**config.mk**
```make
export PLATFORM = sky130hd
export DESIGN_NAME = bcd_display_formatter_flat
export DESIGN_NICKNAME = d
export VERILOG_FILES = /design/src/rtl/bcd_display_formatter_pkg.sv /design/src/rtl/bcd_display_formatter_if.sv /design/src/rtl/bcd_display_formatter_digit_adj.sv /design/src/rtl/bcd_display_formatter.sv /design/src/flat_wrapper.sv
export SDC_FILE = /design/constraint.sdc
export NUM_CORES = 1
export LEC_CHECK = 0
export ABC_AREA = 1
export CORE_MARGIN = 5
export CORE_UTILIZATION = 30
export DETAILED_ROUTE_END_ITERATION = 8
export GPL_TIMING_DRIVEN = 1
export SYNTH_ARGS = -nofsm -noshare
export SYNTH_HDL_FRONTEND = slang
export SYNTH_HIERARCHICAL = 1
export SYNTH_SLANG_ARGS = --single-unit
```
**constraint.sdc**
```tcl
create_clock -name CLK -period 4 [get_ports CLK]
set_input_delay 1 -clock CLK [delete_from_list [all_inputs] [get_ports CLK]]
set_output_delay 1 -clock CLK [all_outputs]
set_load 0.02 [all_outputs]
```
**src/rtl/bcd_display_formatter_pkg.sv**
```systemverilog
// Shared constants, FSM encoding and digit-blanking helper for the LED display formatter.
// The packed word always holds six 4-bit digit codes, with digit0 in the low nibble.
package led_disp_pkg;

   localparam int         DIGITS     = 6;
   localparam int         BCD_W      = 28;
   localparam logic [3:0] BLANK_CODE = 4'hF;
   localparam logic [3:0] ERR_CODE   = 4'hE;
   localparam logic [3:0] NO_DOT     = 4'hF;
   localparam logic [3:0] MAX_DOT    = 4'd5;

   typedef enum logic [1:0] {
      IDLE   = 2'd0,
      SHIFT  = 2'd1,
      FORMAT = 2'd2
   } state_t;

   // Leading zeros go dark. Digit0 and any digit at or below a valid dot stay lit.
   function automatic logic [23:0] blank_leading(input logic [23:0] digits,
                                                 input logic [3:0]  dot);
      logic [23:0] res;
      logic        lead;
      res  = digits;
      lead = 1'b1;
      for (int i = DIGITS - 1; i >= 1; i--) begin
         if (lead && (digits[i*4 +: 4] == 4'h0) && !((dot <= MAX_DOT) && (i <= int'(dot)))) begin
            res[i*4 +: 4] = BLANK_CODE;
         end else begin
            lead = 1'b0;
         end
      end
      return res;
   endfunction

endpackage

```
**src/rtl/bcd_display_formatter_if.sv**
```systemverilog
// Request/result bundle between the status source, the formatter and the 7-segment driver.
interface bcd_display_formatter_if #(parameter int IN_W = 20);

   logic [IN_W-1:0] bin_in;
   logic [3:0]      dot_pos;
   logic            bin_valid;
   logic            bin_ready;
   logic [23:0]     data_out;
   logic [3:0]      dot_index;
   logic            overflow;
   logic            done;

   modport master (
      output bin_in, dot_pos, bin_valid,
      input  bin_ready, data_out, dot_index, overflow, done
   );

   modport slave (
      input  bin_in, dot_pos, bin_valid,
      output bin_ready, data_out, dot_index, overflow, done
   );

endinterface

```
**src/rtl/bcd_display_formatter_digit_adj.sv**
```systemverilog
// One double-dabble correction step: a BCD digit of 5 or more gets +3 before the shift.
module bcd_digit_adj (
   input  logic [3:0] digit_in,
   output logic [3:0] digit_out
);

   // add-3 correction so the following left shift carries correctly into the next digit
   always_comb begin
      if (digit_in >= 4'd5) begin
         digit_out = digit_in + 4'd3;
      end else begin
         digit_out = digit_in;
      end
   end

endmodule

```
**src/rtl/bcd_display_formatter.sv**
```systemverilog
// Sequential binary-to-BCD converter producing the packed six-digit code word for the
// 7-segment driver, with leading-zero blanking and overflow indication.
module bcd_display_formatter
   import led_disp_pkg::*;
#(
   parameter int IN_W        = 20,
   parameter bit BLANK_ZEROS = 1'b1
) (
   input  logic                    CLK,
   input  logic                    RST,
   bcd_display_formatter_if.slave  bus
);

   localparam int               CNT_W      = 5;
   localparam logic [CNT_W-1:0] LAST_SHIFT = CNT_W'(IN_W - 1);

   state_t            state_r;
   logic [IN_W-1:0]   shift_r;
   logic [BCD_W-1:0]  bcd_r;
   logic [BCD_W-1:0]  bcd_adj_s;
   logic [CNT_W-1:0]  cnt_r;
   logic [3:0]        dot_r;
   logic              ready_r;
   logic [23:0]       data_r;
   logic [3:0]        dot_index_r;
   logic              overflow_r;
   logic              done_r;
   logic              overflow_s;
   logic [23:0]       format_s;

   for (genvar g = 0; g < DIGITS + 1; g++) begin : g_adj
      bcd_digit_adj u_adj (
         .digit_in  (bcd_r[g*4 +: 4]),
         .digit_out (bcd_adj_s[g*4 +: 4])
      );
   end

   // Final display word from the finished accumulator; only captured in FORMAT
   always_comb begin
      overflow_s = (bcd_r[BCD_W-1 -: 4] != 4'h0);
      if (overflow_s) begin
         format_s = {DIGITS{ERR_CODE}};
      end else if (BLANK_ZEROS) begin
         format_s = blank_leading(bcd_r[23:0], dot_r);
      end else begin
         format_s = bcd_r[23:0];
      end
   end

   // Conversion FSM with shift register, counter and held output registers
   always_ff @(posedge CLK) begin
      if (RST) begin
         state_r     <= IDLE;
         shift_r     <= '0;
         bcd_r       <= '0;
         cnt_r       <= '0;
         dot_r       <= NO_DOT;
         ready_r     <= 1'b0;
         data_r      <= {DIGITS{BLANK_CODE}};
         dot_index_r <= NO_DOT;
         overflow_r  <= 1'b0;
         done_r      <= 1'b0;
      end else begin
         done_r <= 1'b0;
         case (state_r)
            IDLE: begin
               ready_r <= 1'b1;
               if (bus.bin_valid && ready_r) begin
                  shift_r <= bus.bin_in;
                  bcd_r   <= '0;
                  dot_r   <= bus.dot_pos;
                  cnt_r   <= '0;
                  ready_r <= 1'b0;
                  state_r <= SHIFT;
               end
            end
            SHIFT: begin
               bcd_r   <= {bcd_adj_s[BCD_W-2:0], shift_r[IN_W-1]};
               shift_r <= shift_r << 1'b1;
               cnt_r   <= cnt_r + 5'd1;
               if (cnt_r == LAST_SHIFT) begin
                  state_r <= FORMAT;
               end
            end
            FORMAT: begin
               data_r      <= format_s;
               dot_index_r <= dot_r;
               overflow_r  <= overflow_s;
               done_r      <= 1'b1;
               ready_r     <= 1'b1;
               state_r     <= IDLE;
            end
            default: begin
               ready_r <= 1'b0;
               state_r <= IDLE;
            end
         endcase
      end
   end

   assign bus.bin_ready = ready_r;
   assign bus.data_out  = data_r;
   assign bus.dot_index = dot_index_r;
   assign bus.overflow  = overflow_r;
   assign bus.done      = done_r;

endmodule

```
**src/flat_wrapper.sv**
```systemverilog
// flat-port wrapper written by rule: the top's interface ports become plain ports
module bcd_display_formatter_flat import led_disp_pkg::*;
#(
   parameter int IN_W        = 20,
   parameter bit BLANK_ZEROS = 1'b1
)
  (CLK, RST, bus_bin_in, bus_dot_pos, bus_bin_valid, bus_bin_ready, bus_data_out, bus_dot_index, bus_overflow, bus_done);
  bcd_display_formatter_if #(.IN_W(IN_W)) bus_i ();
  input  logic CLK;
  input  logic RST;
  input wire logic [$bits(bus_i.bin_in)-1:0] bus_bin_in;
  input wire logic [$bits(bus_i.dot_pos)-1:0] bus_dot_pos;
  input wire logic [$bits(bus_i.bin_valid)-1:0] bus_bin_valid;
  output wire logic [$bits(bus_i.bin_ready)-1:0] bus_bin_ready;
  output wire logic [$bits(bus_i.data_out)-1:0] bus_data_out;
  output wire logic [$bits(bus_i.dot_index)-1:0] bus_dot_index;
  output wire logic [$bits(bus_i.overflow)-1:0] bus_overflow;
  output wire logic [$bits(bus_i.done)-1:0] bus_done;
  assign bus_i.bin_in = bus_bin_in;
  assign bus_i.dot_pos = bus_dot_pos;
  assign bus_i.bin_valid = bus_bin_valid;
  assign bus_bin_ready = bus_i.bin_ready;
  assign bus_data_out = bus_i.data_out;
  assign bus_dot_index = bus_i.dot_index;
  assign bus_overflow = bus_i.overflow;
  assign bus_done = bus_i.done;
  bcd_display_formatter #(.IN_W(IN_W), .BLANK_ZEROS(BLANK_ZEROS)) u_core (.CLK(CLK), .RST(RST), .bus(bus_i));
endmodule
```
; ---- Word level (Yosys, flattened, before mapping)
; Cells that the tools add are included.
[totals]
ff_bits = 90
out_inout_bits = 31
wordCells = 100
in_bits = 27
[op_classes]
mux = 33
addsub = 8
n_lt_le_gt_ge = 13
n_eq_ne = 5
reduce_logical = 31
[ops]
columns = cell, n
row1 = $pmux 28 s2, 1
row2 = $mux 4, 11
row3 = $pmux 20 s2, 1
row4 = $ge 4x3->1 const B, 7
row5 = $mux 28, 1
row6 = $add 4x2->4 const B, 6
row7 = $mux 24, 1
row8 = $logic_not 4->1, 5
row9 = $mux 20, 1
row10 = $logic_and 1x1->1, 15
row11 = $mux 1, 10
row12 = $pmux 5 s2, 1
row13 = $le 2x4->1 const A, 2
row14 = $le 3x4->1 const A, 2
row15 = $reduce_and 2->1, 3
row16 = $add 5x1->5 const B, 1
row17 = $eq 5x5->1 const B, 1
row18 = $logic_not 1->1, 5
row19 = $mux 5, 1
row20 = $le 1x4->1 const A, 1
row21 = $le 4x3->1 const B, 1
row22 = $mux 2, 2
row23 = $ne 2x1->1 const B, 2
row24 = $pmux 2 s2, 1
row25 = other kinds (8), 8

; ---- Depth between registers and ports, before layout
[depth]
ltp_word = 22
depth_mapped = 10
mapped_depth_nobuf = 10

; ---- Hierarchy
; Netlist, hierarchy kept.
[modules_own_cells]
columns = module, area_each_um2, seq_area_each_um2, n_inst, cells_each
row1 = bcd_display_formatter, 3493.4, 1801.7, 1, 468
row2 = bcd_digit_adj, 135.1, 0.0, 7, 23

; ---- Worst setup path before layout
; OpenSTA, ideal clock, no wires.
[synth_path]
path_type = input port to flip-flop
from = input bus_bin_valid
to = register u_core.shift_r[1]
slack_ns = 2.184
t_required_ns = 3.873
setup_ns = 0.127
path_buffers = 2
t_arrival_ns = 1.689
cell_stages = 7
cell_sequence = nand4_2 > nand2_1 > inv_2 > buf_4 > buf_6 > nand3_1 > o211ai_1
[synth_between]
elab_chain_len = 3
[synth_rtl]
columns = element, line_no
row1 = from (decl), flat_wrapper.sv:13  ; input wire logic [$bits(bus_i.bin_valid)-1:0] bus_bin_valid;
row2 = $logic_and 1x1->1, bcd_display_formatter.sv:68  ; if (bus.bin_valid && ready_r) begin
row3 = $ne 2x1->1 (no source line), n/a
row4 = $reduce_and 2->1 (no source line), n/a
row5 = to (signal assigned), bcd_display_formatter.sv:69  ; shift_r <= bus.bin_in;
row6 = to (signal assigned), bcd_display_formatter.sv:79  ; shift_r <= shift_r << 1'b1;
row7 = to (decl), bcd_display_formatter.sv:18  ; logic [IN_W-1:0] shift_r;
; No other way between the ends.
; A chain may end at the register's enable or synchronous reset.

; ---- Worst setup path after layout
[layout_path]
from = register u_core.ready_r, in the netlist u_core/bus.bin_ready
to = output bus_bin_ready
[layout_lines]
columns = element, line_no
row1 = from (decl), bcd_display_formatter.sv:23  ; logic ready_r;
row2 = from (signal assigned), bcd_display_formatter.sv:58  ; ready_r <= 1'b0;
row3 = from (signal assigned), bcd_display_formatter.sv:67  ; ready_r <= 1'b1;
row4 = from (signal assigned), bcd_display_formatter.sv:73  ; ready_r <= 1'b0;
row5 = to (decl), flat_wrapper.sv:14  ; output wire logic [$bits(bus_i.bin_ready)-1:0] bus_bin_ready;
; No word-level cell between the ends.

==> flow_metrics.py <==
metrics = {
    "global_route": {
        "antenna_found_initial": 0,
        "grt_pass1_wl_um": 18000,
        "grt_max_degree": 70,
        "grt_overflow": 0,
        "grt_pass1_vias": 3874,
        "grtUsageTotal_pct": 12.3,
    },
    "route": {
        "wl_per_cell_um": 12.4,
        "drc": 0,
        "wl_um": 10600,
        "first_iter_violations": 286,
        "postRouteAntennaNets": 0,
        "via_per_inst": 4.67,
        "vias": 3999,
        "dr.pass1.iters": 5,
    },
    "clock_network": {
        "cts_made_buffers": 9,
        "clockBufferDepth": 2,
        "cts_tree": "done",
        "cts_hold_buf": 0,
        "cts-root-buf": "clkbuf_16",
        "cts.htree.levels": 3,
        "cts_resized": 0,
        "clk_pin_slew_ns": 0.06,
        "clock_latency_ns": 0.34,
        "postCtsSetupBuffers": 0,
        "cts.sinks": 90,
    },
    "logic_synthesis": {
        "syn_area_per_cell_um2": 7.07,
        "syn_area_um2": 4410,
        "synthCells": 624,
        "synth_fp_nets": 666,
        "ys_warn_count": 6,
    },
    "die": {
        "dieWidth_um": 131,
        "start_util_pct": 30.5,
        "boundaryPins": 58,
        "core_um2": 14500,
        "dieArea_um2": 17200,
        "die_h_um": 131,
        "std_cell_rows": 44,
    },
    "setup_path": {
        "required_ns": 3.00,
        "cp_max_fo": 3,
        "r2r_cells": 8,
        "path_class": "flip-flop to primary output",
        "cp_top_family": "buffers and inverters",
        "start_kind": "flip-flop",
        "rrSetupSlack_ns": 2.07,
        "cpPeakStageDelay_ns": 0.62,
        "rr_startpoint": "u_core/state_r[1]$_SDFFE_PP0P_",
        "cp_slowest_cell": "clkdlybuf4s50_1",
        "worstReg2RegEnd": "u_core/bus.data_out[23]$_SDFFE_PP1P_",
        "cp-end-kind": "primary output",
        "cp_data_arrival_time_ns": 1.33,
        "cp.buffers_inverters": 1,
        "crit_chain": "clkdlybuf4s50_1",
    },
    "min_path": {
        "hp-start": "u_core/cnt_r[4]$_SDFFE_PP0P_",
        "min_path_cells": 1,
        "hp-class": "flip-flop to flip-flop",
        "hold_path_end": "u_core/cnt_r[4]$_SDFFE_PP0P_",
    },
    "timing": {
        "period_share_pct": 58.2,
        "finalSetupViolCount": 0,
        "hold_violations": 0,
        "worstMarginPinSlew_ns": 0.927,
        "relSlewSlack_pct": 38.1,
        "finalSetupTns_ns": 0,
        "drv_slew": 0,
        "period_needed_ns": 2.33,
        "fin_skew_ns": 0.00632,
        "fmax_mhz": 429,
        "rsz0062_at_grt": "false",
    },
    "cells_and_area": {
        "fin_area_um2": 5430,
        "nets": 710,
        "area_delta_synth_final_pct": 23.1,
        "n_antenna_cell": 0,
        "drive_gt1_share_pct": 11.0,
        "fillers": 1535,
    },
    "pwr": {
        "p_leak_nw": 2.00,
        "power_density_nw_per_um2": 366,
        "irDropWorstVdd_mv": 0.210,
    },
    "placement": {
        "place_congestion": 0.826,
        "hpwl_um": 7020,
        "placed_cell_area_um2": 5100,
        "io_buffer_count": 57,
    },
    "run": {
        "maxCapViolations": 0,
    },
    "run_status": {
        "outcome": "complete, no violations",
    },
}
## per-layer routing
layer	up-vias	global-route usage (%)	part of all wire, %
met1	1802	16.0	49
met5	-	0	0
met2	79	20.1	45
met4	0	3.60	1.2
li1	2106	-	-
met3	12	3.25	4.9
## flip-flops by register name, summed over array words and instances (netlist names)
name and count:
u_core/bcd_r 28, u_core/bus.data_out 24, u_core/shift_r 20, u_core/cnt_r 5, u_core/bus.dot_index 4, u_core/dot_r 4
u_core/state_r 2, u_core/bus.bin_ready 1, u_core/bus.done 1, u_core/bus.overflow 1
## layout by cell type, fill, tap and decap left out, types with 2 or more instances in the layout
cell type          n
a211oi_1           2
a21oi_1           61
a21oi_2            6
a22oi_1            5
a31oi_1           14
buf_4              3
bufinv_16          2
clkbuf_16          9
clkbuf_8           2
clkdlybuf4s50_1   56
dfxtp_1           90
ha_1              15
inv_1             31
inv_2             15
nand2_1          218
nand2_2            8
nand3_1           11
nor2_1            54
nor2_4            16
nor3_1             2
o211ai_1           5
o21ai_0           26
o21ai_2            7
o22ai_1            6
## worst max-delay path by stage
stage | start | to | slack, ns | cells past startpoint
2_1_floorplan | bus_bin_valid | u_core/shift_r[1]$_SDFFE_PP0P_ | 2.18 | 7
4_1_cts | u_core/bus.bin_ready$_SDFFE_PP0N_ | bus_bin_ready | 1.65 | 1
5_1_grt | bus_bin_valid | u_core/bcd_r[13]$_SDFFE_PP0P_ | 1.50 | 6
3_5_place_dp | bus_bin_valid | u_core/shift_r[18]$_SDFFE_PP0P_ | 1.32 | 6
6_report | u_core/bus.bin_ready$_SDFFE_PP0N_ | bus_bin_ready | 1.67 | 1
3_3_place_gp | bus_bin_valid | u_core/bcd_r[22]$_SDFFE_PP0P_ | 1.33 | 6
## where the power goes
group          total [W]  switching [W]  internal (W)
clock           0.000927       0.000345      0.000582
combinational   0.000134      0.0000884     0.0000452
sequential      0.000926      0.0000113      0.000914
## final cells by class
class	count	area, um^2	share of cell area, %
repair buffers	60	588	10.8
clock inverters	4	73.8	1.36
flip-flops and latches	90	1800	33.2
clock buffers	12	256	4.72
inverters	46	173	3.18
well taps	184	230	4.24
multi-input cells	461	2310	42.5
## through the flow
| stage | util, % | total power, W | std cells | hold WS, ns | worst slack (ns) |
|---|---|---|---|---|---|
| after CTS | 37.5 | 0.00202 | 857 | 0.462 | 1.65 |
| after detailed placement | 35.2 | 0.00108 | 841 | 0.454 | 1.32 |
| after floorplan | - | 0.00103 | 624 | 0.428 | 2.18 |
| after global placement | 35.2 | 0.00108 | 841 | 0.453 | 1.33 |
| after global routing | 37.5 | 0.00206 | 857 | 0.485 | 1.50 |
| final | 37.5 | 0.00199 | 857 | 0.464 | 1.67 |
No activity file was read; power rests on OpenSTA's default activity.
